[src/rtl/div_pkg.sv]
// Shared definitions for the parameterised shift/subtract divider:
// FSM state encoding, algorithm-select constants and the length-field
// width helper.
package div_pkg;

  localparam logic [1:0] ST_IDLE = 2'd0;
  localparam logic [1:0] ST_RUN  = 2'd1;
  localparam logic [1:0] ST_FIX  = 2'd2;
  localparam logic [1:0] ST_FIN  = 2'd3;

  localparam logic MODE_RESTORING    = 1'b0;
  localparam logic MODE_NONRESTORING = 1'b1;

  // Bits needed to hold a bit count in the range 0..width.
  function automatic int calc_lw(input int width);
    return $clog2(width + 1);
  endfunction

endpackage

[src/rtl/div_step.sv]
// One radix-2 division iteration, purely combinational.
// The partial remainder is WIDTH+1 bits signed. Internally one extra bit
// is carried so that 2R +/- D never wraps. That matters in non-restoring
// mode, where R can reach -D. The result always fits back into WIDTH+1 bits.
module div_step
  import div_pkg::*;
#(
  parameter int WIDTH = 32
) (
  input  logic signed [WIDTH:0]   r_in,
  input  logic                    bit_in,
  input  logic        [WIDTH-1:0] divisor,
  input  logic                    mode,
  output logic signed [WIDTH:0]   r_out,
  output logic                    q_bit,
  output logic                    add_stb,
  output logic                    sub_stb
);

  logic signed [WIDTH+1:0] shifted;
  logic signed [WIDTH+1:0] dvs;
  logic signed [WIDTH+1:0] trial;
  logic signed [WIDTH+1:0] result;

  // Shift in the next dividend bit, then subtract/add the divisor as the algorithm dictates
  always_comb begin
    shifted = $signed({r_in, bit_in});
    dvs     = $signed({2'b00, divisor});
    trial   = '0;
    result  = '0;
    add_stb = 1'b0;
    sub_stb = 1'b0;
    q_bit   = 1'b0;
    if (mode == MODE_RESTORING) begin
      trial   = shifted - dvs;
      sub_stb = 1'b1;
      if (trial < 0) begin
        // Undo the subtraction with a real add so the add counter reflects adder use
        result  = trial + dvs;
        add_stb = 1'b1;
        q_bit   = 1'b0;
      end else begin
        result  = trial;
        q_bit   = 1'b1;
      end
    end else begin
      // Non-restoring: the sign of the previous remainder picks the operation
      if (!r_in[WIDTH]) begin
        result  = shifted - dvs;
        sub_stb = 1'b1;
      end else begin
        result  = shifted + dvs;
        add_stb = 1'b1;
      end
      q_bit = ~result[WIDTH+1];
    end
    r_out = $signed(result[WIDTH:0]);
  end

endmodule

[src/rtl/param_divider.sv]
// Parameterised unsigned divider offering restoring and non-restoring
// algorithms. Each iteration takes one cycle. The operation walks
// IDLE -> RUN (L cycles) -> FIX -> FIN.
// A zero divisor, or a divisor longer than the dividend, skips straight to FIN.
// Results and adder-usage counters stay on the outputs until the next
// accepted start.
module param_divider
  import div_pkg::*;
#(
  parameter int WIDTH = 32,
  parameter int LW    = calc_lw(WIDTH)
) (
  input  logic             clk,
  input  logic             rst_n,
  input  logic             start,
  input  logic             mode,
  input  logic [WIDTH-1:0] dividend,
  input  logic [WIDTH-1:0] divisor,
  input  logic [LW-1:0]    dividend_length,
  input  logic [LW-1:0]    divisor_length,
  output logic             ready,
  output logic             done,
  output logic [WIDTH-1:0] quotient,
  output logic [WIDTH-1:0] remainder,
  output logic [LW:0]      add_count,
  output logic [LW:0]      sub_count,
  output logic             dbz
);

  localparam int IW = (WIDTH > 1) ? $clog2(WIDTH) : 1;
  localparam logic [LW-1:0] WIDTH_L = LW'(WIDTH);

  logic [1:0]              state;
  logic [LW-1:0]           rem_cnt;
  logic [LW-1:0]           len_l;
  logic [IW-1:0]           bit_idx;
  logic                    cur_bit;

  logic signed [WIDTH:0]   r_q;
  logic        [WIDTH-1:0] q_acc;
  logic        [WIDTH-1:0] dvd_q;
  logic        [WIDTH-1:0] dsr_q;
  logic                    mode_q;

  logic signed [WIDTH:0]   step_r;
  logic                    step_q;
  logic                    step_add;
  logic                    step_sub;

  logic signed [WIDTH:0]   r_fix;
  logic                    fix_add;

  assign ready = (state == ST_IDLE);

  // A zero length, or one larger than the operand, means "use all WIDTH bits"
  always_comb begin
    len_l = dividend_length;
    if (dividend_length == '0 || dividend_length > WIDTH_L) begin
      len_l = WIDTH_L;
    end
  end

  // rem_cnt counts bits still to consume, so the current bit sits at rem_cnt-1
  always_comb begin
    bit_idx = IW'(rem_cnt - LW'(1));
    cur_bit = dvd_q[bit_idx];
  end

  div_step #(
    .WIDTH (WIDTH)
  ) u_step (
    .r_in    (r_q),
    .bit_in  (cur_bit),
    .divisor (dsr_q),
    .mode    (mode_q),
    .r_out   (step_r),
    .q_bit   (step_q),
    .add_stb (step_add),
    .sub_stb (step_sub)
  );

  // Final correction: a negative non-restoring remainder needs one add-back
  always_comb begin
    r_fix   = r_q;
    fix_add = 1'b0;
    if (mode_q == MODE_NONRESTORING && r_q[WIDTH]) begin
      r_fix   = r_q + $signed({1'b0, dsr_q});
      fix_add = 1'b1;
    end
  end

  // Control FSM, counters and held result registers
  always_ff @(posedge clk or negedge rst_n) begin
    if (!rst_n) begin
      state     <= ST_IDLE;
      rem_cnt   <= '0;
      done      <= 1'b0;
      dbz       <= 1'b0;
      quotient  <= '0;
      remainder <= '0;
      add_count <= '0;
      sub_count <= '0;
    end else begin
      done <= 1'b0;
      case (state)
        ST_IDLE: begin
          if (start) begin
            add_count <= '0;
            sub_count <= '0;
            dbz       <= 1'b0;
            rem_cnt   <= len_l;
            if (divisor == '0) begin
              dbz       <= 1'b1;
              quotient  <= '1;
              remainder <= dividend;
              done      <= 1'b1;
              state     <= ST_FIN;
            end else if (divisor_length > len_l) begin
              quotient  <= '0;
              remainder <= dividend;
              done      <= 1'b1;
              state     <= ST_FIN;
            end else begin
              state <= ST_RUN;
            end
          end
        end
        ST_RUN: begin
          add_count <= add_count + {{LW{1'b0}}, step_add};
          sub_count <= sub_count + {{LW{1'b0}}, step_sub};
          rem_cnt   <= rem_cnt - LW'(1);
          if (rem_cnt == LW'(1)) begin
            state <= ST_FIX;
          end
        end
        ST_FIX: begin
          add_count <= add_count + {{LW{1'b0}}, fix_add};
          quotient  <= q_acc;
          remainder <= r_fix[WIDTH-1:0];
          done      <= 1'b1;
          state     <= ST_FIN;
        end
        ST_FIN: begin
          state <= ST_IDLE;
        end
        default: begin
          state <= ST_IDLE;
        end
      endcase
    end
  end

  // Datapath registers: operands latched on accept, remainder/quotient built during RUN
  always_ff @(posedge clk) begin
    if (state == ST_IDLE && start) begin
      r_q    <= '0;
      q_acc  <= '0;
      dvd_q  <= dividend;
      dsr_q  <= divisor;
      mode_q <= mode;
    end else if (state == ST_RUN) begin
      r_q   <= step_r;
      q_acc <= {q_acc[WIDTH-2:0], step_q};
    end else if (state == ST_FIX) begin
      r_q <= r_fix;
    end
  end

endmodule

[config.mk]
export PLATFORM = sky130hd
export DESIGN_NAME = param_divider
export DESIGN_NICKNAME = d
export VERILOG_FILES = /design/src/rtl/div_pkg.sv /design/src/rtl/div_step.sv /design/src/rtl/param_divider.sv
export SDC_FILE = /design/constraint.sdc
export NUM_CORES = 1
export LEC_CHECK = 0
export BUFFER_PORTS_ARGS = -buffer_cell sky130_fd_sc_hd__buf_2
export CELL_PAD_IN_SITES_DETAIL_PLACEMENT = 0
export CELL_PAD_IN_SITES_GLOBAL_PLACEMENT = 1
export CORE_ASPECT_RATIO = 0.75
export CORE_MARGIN = 4
export CORE_UTILIZATION = 35
export DETAILED_ROUTE_END_ITERATION = 6
export HOLD_SLACK_MARGIN = 0.05
export PLACE_DENSITY_LB_ADDON = 0.1
export SYNTH_ARGS = -nofsm -noshare
export SYNTH_HDL_FRONTEND = slang
export SYNTH_SLANG_ARGS = --single-unit
[constraint.sdc]
create_clock -name clk -period 13.9 [get_ports clk]
set_input_delay 1.39 -clock clk [delete_from_list [all_inputs] [get_ports clk]]
set_output_delay 1.39 -clock clk [all_outputs]
set_load 0.05 [all_outputs]
---- Word level (Yosys, flattened, before mapping) ----
Index checks and enable logic that the tools add are counted.
word-level totals
  bits in registers ....................... 218
  bits in latches ......................... 0
  RAM bits ................................ 0
  bits in read-only memories .............. 0
  output and inout bits ................... 81
  memories kept ........................... 0
cells by class
  add/subtract/negate cells ............... 8
  $mul .................................... 0
  divide/modulo/power cells ............... 0
  magnitude comparators ................... 4
  eq/ne operators ......................... 7
  shift-type cells ........................ 0
  muxes and demuxes ....................... 41
  bitwise gates (word level) .............. 1
  reduce and logical (&&, ||, !) cells .... 17
operators by type and width
  operator               number
  $mux W32               6
  $mux W33               5
  $pmux W32 S2           2
  $mux W34               2
  $add A33 B33 Y33       2
  $add A34 B33 Y34       1
  $lt A34 B1 Y1 const B  1
  $sub A34 B33 Y34       1
  $logic_not A32 Y1      1
  $add A7 B1 Y7          3
  $pmux W7 S3            1
  $pmux W7 S2            1
  $mux W1                13
  $mux W6                2
  $pmux W6 S2            1
  $reduce_and A2 Y1      5
  $mux W2                4
  $pmux W2 S4            1
  $reduce_bool A2 Y1     4
  $mux W7                1
  $eq A6 B1 Y1 const B   1
  $gt A6 B6 Y1           1
  $gt A6 B6 Y1 const B   1
  $logic_not A6 Y1       1
  14 further kinds       17

---- Depth between registers and ports, before layout ----
  depth after elaboration ................. 9
  mapped depth ............................ 30
  depth with buffers taken out ............ 28

---- Modules after synthesis ----
A second synthesis with hierarchy kept.
second synthesis, totals
  cells, all modules ...................... 2055
  area, all modules ....................... 17291.6 um^2
modules (own cells, without submodules)
  module         instances  cells an instance  area each (um^2)  seq. area each (um^2)
  param_divider  1          1141               11170.7           5455.2
  div_step       1          914                6120.9            0.0

---- Worst setup path after synthesis ----
OpenSTA, ideal clock, no wires.
  path kind ............................... register to register
  start ................................... register rem_cnt[0]
  end ..................................... register r_q[32]
  arrival ................................. 6.875 ns
  path slack .............................. 6.901 ns
  cell stages (with the launch flop) ...... 31
  cells stage by stage .................... dfrtp_1 -> buf_1 -> inv_1 -> ha_1 -> clkbuf_1 -> mux4_2 -> mux4_2 -> mux2i_1 -> ha_1 -> inv_1 -> fa_1 -> a211oi_2 -> o211ai_1 -> o211ai_2 -> o211ai_2 -> a311o_1 -> a21o_1 -> a21oi_1 -> xnor2_1 -> inv_1 -> ha_1 -> and2_1 -> a221o_1 -> a21oi_1 -> nor2_1 -> a2111oi_0 -> nor2_1 -> nor2_1 -> a21oi_1 -> mux2i_1 -> a31oi_1
between the ends
  word-level cells in the longest chain between the ends .. 8
  elaborated cells on any way between the ends .. 12
  those cells by class .................... add/sub: 4; order compare: 1; mux: 7
ends and longest elaborated chain
  item                                                  line                                            RTL
  from (decl)                                           param_divider.sv:34                             logic [LW-1:0] rem_cnt;
  from (signal assigned)                                param_divider.sv:111                            rem_cnt <= len_l;
  from (signal assigned)                                param_divider.sv:131                            rem_cnt <= rem_cnt - LW'(1);
  $sub A6 B1 Y6 (*)                                     --
  $bmux W1 S5 (*)                                       param_divider.sv:66                             cur_bit = dvd_q[bit_idx];
  $mux W1 (not written as such) (*)                     param_divider.sv:66
  $sub A34 B33 Y34 or $add A34 B33 Y34 (tied branches)  div_step.sv:35, div_step.sv:49, div_step.sv:52
  $add A33 B33 Y33, or another cell as far along        div_step.sv:39                                  result = trial + dvs;
  $mux W33 or $mux W34 (tied branches)                  div_step.sv:37, div_step.sv:34
  $mux W33 (*)                                          div_step.sv:34                                  if (mode == MODE_RESTORING) begin
  $mux W33 (*)                                          param_divider.sv:161                            end else if (state == ST_RUN) begin
  to (signal assigned)                                  param_divider.sv:162                            r_q <= step_r;
  to (signal assigned)                                  param_divider.sv:165                            r_q <= r_fix;
  to (decl)                                             param_divider.sv:39                             logic signed [WIDTH:0] r_q;
Mark *: on every way between the ends. The rest lies on a longest branch, timed or not. The select of a mux whose other input is x is not followed.
A chain may end at the register's enable or synchronous reset.

---- Final worst setup path ----
Same ends and word-level chain as after synthesis.

==> flow_summary.yaml <==
outcome:
  outcome: "completed"
drt:
  avgViaCountPerCell: 5.71
  vias: 16127
  first_iter_violations: 1491
  met1_length_um: 31300
  drcViolationCount: 0
  highest_layer: "met4"
  wl_met2_um: 28900
  wl_met3_um: 3400
  dr.pass1.iters: 5
  avgRoutedWirePerCell_um: 23.0
  wirelength_um: 64900
  ant_nets: 0
clock_tree:
  root_buffer: "clkbuf_16"
  ctsHoldBuffers: 0
  insertion_delay_ps: 560
  cts_repair_resize_count: 0
  numCtsBuffers: 25
  cts_tree: "built"
  clock-sinks: 218
  path_clk_slew_ps: 70
  clockBufferDepth: 3
  post-cts-setup-buffers: 0
  htree_levels: 1
worst_setup_path:
  cp_max_fo: 13
  r2r_cells: 28
  required_ps: 14320
  r2r_end: "r_q[32]"
  path_delay_family: "compound AO/OA/AOI/OAI gates"
  arrival_ps: 8420
  rr_startpoint: "rem_cnt[0]"
  start_kind: "register"
  worst-path-buf-inv: 3
  max_stage_delay_ps: 750
  cpMaxStageDelayCell: "dfrtp_1"
  regToRegSetupSlack_ps: 5900
  crit_type: "register to register"
  cp-end-kind: "register"
cells_and_area:
  finish.utilization: 0.398
  finalNetCount: 2384
  design_area_mm2: 0.0194
  areaGrowthSynthToFinish_pct: 12.6
  drive_gt1_frac: 0.125
logic_synthesis:
  synth_edf_count: 65
  syn_area_mm2: 0.0172
  synth_seq_cells: 218
  ys.flop_type: "dfrtp_1"
  synth.yosys.seq_area_share: 0.317
  ys.warnings.count: 0
  syn_area_per_cell_um2: 8.34
  synth_area_leaders: "dfrtp_1 13%, edfxtp_1 11%, ha_1 10%"
  synth.distinct_cells: 89
  postSynthCellCount: 2066
  synth_nets: 2293
  synth_commonest_cells: "214 x nand2_1, 200 x a21oi_1, 195 x o21ai_0"
  synth_top_cell_by_area: "dfrtp_1"
  async_flop_share: 0.404
  synth.top_cell.area_share: 0.128
  yosysMostFrequentCell: "nand2_1"
global_routing:
  grt_overflow_total: 0
  grt.total_usage: 0.235
  grt_max_degree: 122
  grt_pass1_vias: 15471
  grt_pass1_wl_um: 97600
  antenna_found_initial: 0
die:
  die_h_um: 200
  die_w_um: 264
  fp-row-count: 70
  start_util: 0.354
  io_pins: 161
  core_mm2: 0.0487
  die-area_mm2: 0.0529
timing:
  fmax_mhz: 125
  fin_ws_ps: 5900
  min_period_ps: 8000
  rsz0062_at_grt: "false"
  tns_ps: 0
  hold_viol_final: 0
  slew_viol_final: 0
  min_period_over_period: 0.575
  clock_skew_ps: 26.1
  setup_viol_count_final: 0
  maxSlewHeadroom: 0.242
  tightest_slew_ps: 1140
place:
  placed_area_mm2: 0.0186
  gp_congestion: 0.926
  portBuffers: 160
  dp_slack_ps: 5910
  dp_hpwl_um: 49100
min_path:
  hold_class: "register to register"
  worstHoldPathCells: 2
  min_from: "quotient[5]"
  hold_end: "quotient[5]"
flow_run:
  cap_viol_max_count: 0
==> layer usage <==
metal	vias up	global-route usage
met5	-	0
met4	0	0.0470
met3	73	0.0273
met2	488	0.370
met1	7842	0.349
li1	7724	-
==> final cells by class <==
cell class / instances / area [µm²]
diodes: 1 / 2.50
well taps: 648 / 811
flip-flops and latches: 218 / 5460
inverters: 98 / 370
repair buffers: 179 / 946
clock buffers: 29 / 651
clock inverters: 17 / 199
fillers: 5107 / 29300
multi-input cells: 1635 / 11000
==> state kept, by name, summed over array words and instances (netlist names) <==
name       count
done           1
remainder     32
state          2
q_acc         32
dvd_q         32
rem_cnt        6
sub_count      7
r_q           33
quotient      32
dbz            1
dsr_q         32
add_count      7
mode_q         1
==> cells in the final DEF (no fill, tap or decap), types with 22 or more instances in the layout <==
cell type,n
nand2_1,214
a21oi_1,200
o21ai_0,195
nor2_1,171
buf_2,159
ha_1,141
inv_1,94
dfrtp_1,88
xnor2_1,74
edfxtp_1,65
dfxtp_1,65
mux2i_1,61
nor3_1,43
xor2_1,42
nand3_1,39
a21o_1,39
a211oi_1,28
a31oi_1,27
clkbuf_16,25
and3_1,23
o211ai_1,22
nand4_1,22
==> through the flow <==
step | instances | hold WS, ps
floorplan | 2066 | 461
global placement | 2778 | 460
detailed placement | 2778 | 466
CTS | 2824 | 478
global route | 2824 | 500
finish | 2825 | 471
==> worst min-delay path: stages (launching register included) <==
cell,delay [ps]
dfrtp_1,340
nand2_1,40
o21ai_0,50
==> kinds of logic after synthesis <==
family | share of synthesized area
compound gates | 0.253
simple gates | 0.160
flops | 0.317
buf+inv | 0.0494
fa+ha+maj | 0.108
xor+xnor | 0.0590
mux | 0.0537
==> worst max-delay path by stage <==
stage,startpoint,end,slack (ps),cells after the start
after global routing,rem_cnt[0],r_q[32],5380,28
after detailed placement,rem_cnt[0],r_q[32],5910,28
after global placement,rem_cnt[0],r_q[32],6200,28
final,rem_cnt[0],r_q[32],5900,28
after floorplan,rem_cnt[0],r_q[32],6900,30
after CTS,rem_cnt[0],r_q[32],5910,28
Power is not shown: default switching activity piles up to over one toggle a cycle in this logic, so the estimate is an artifact.
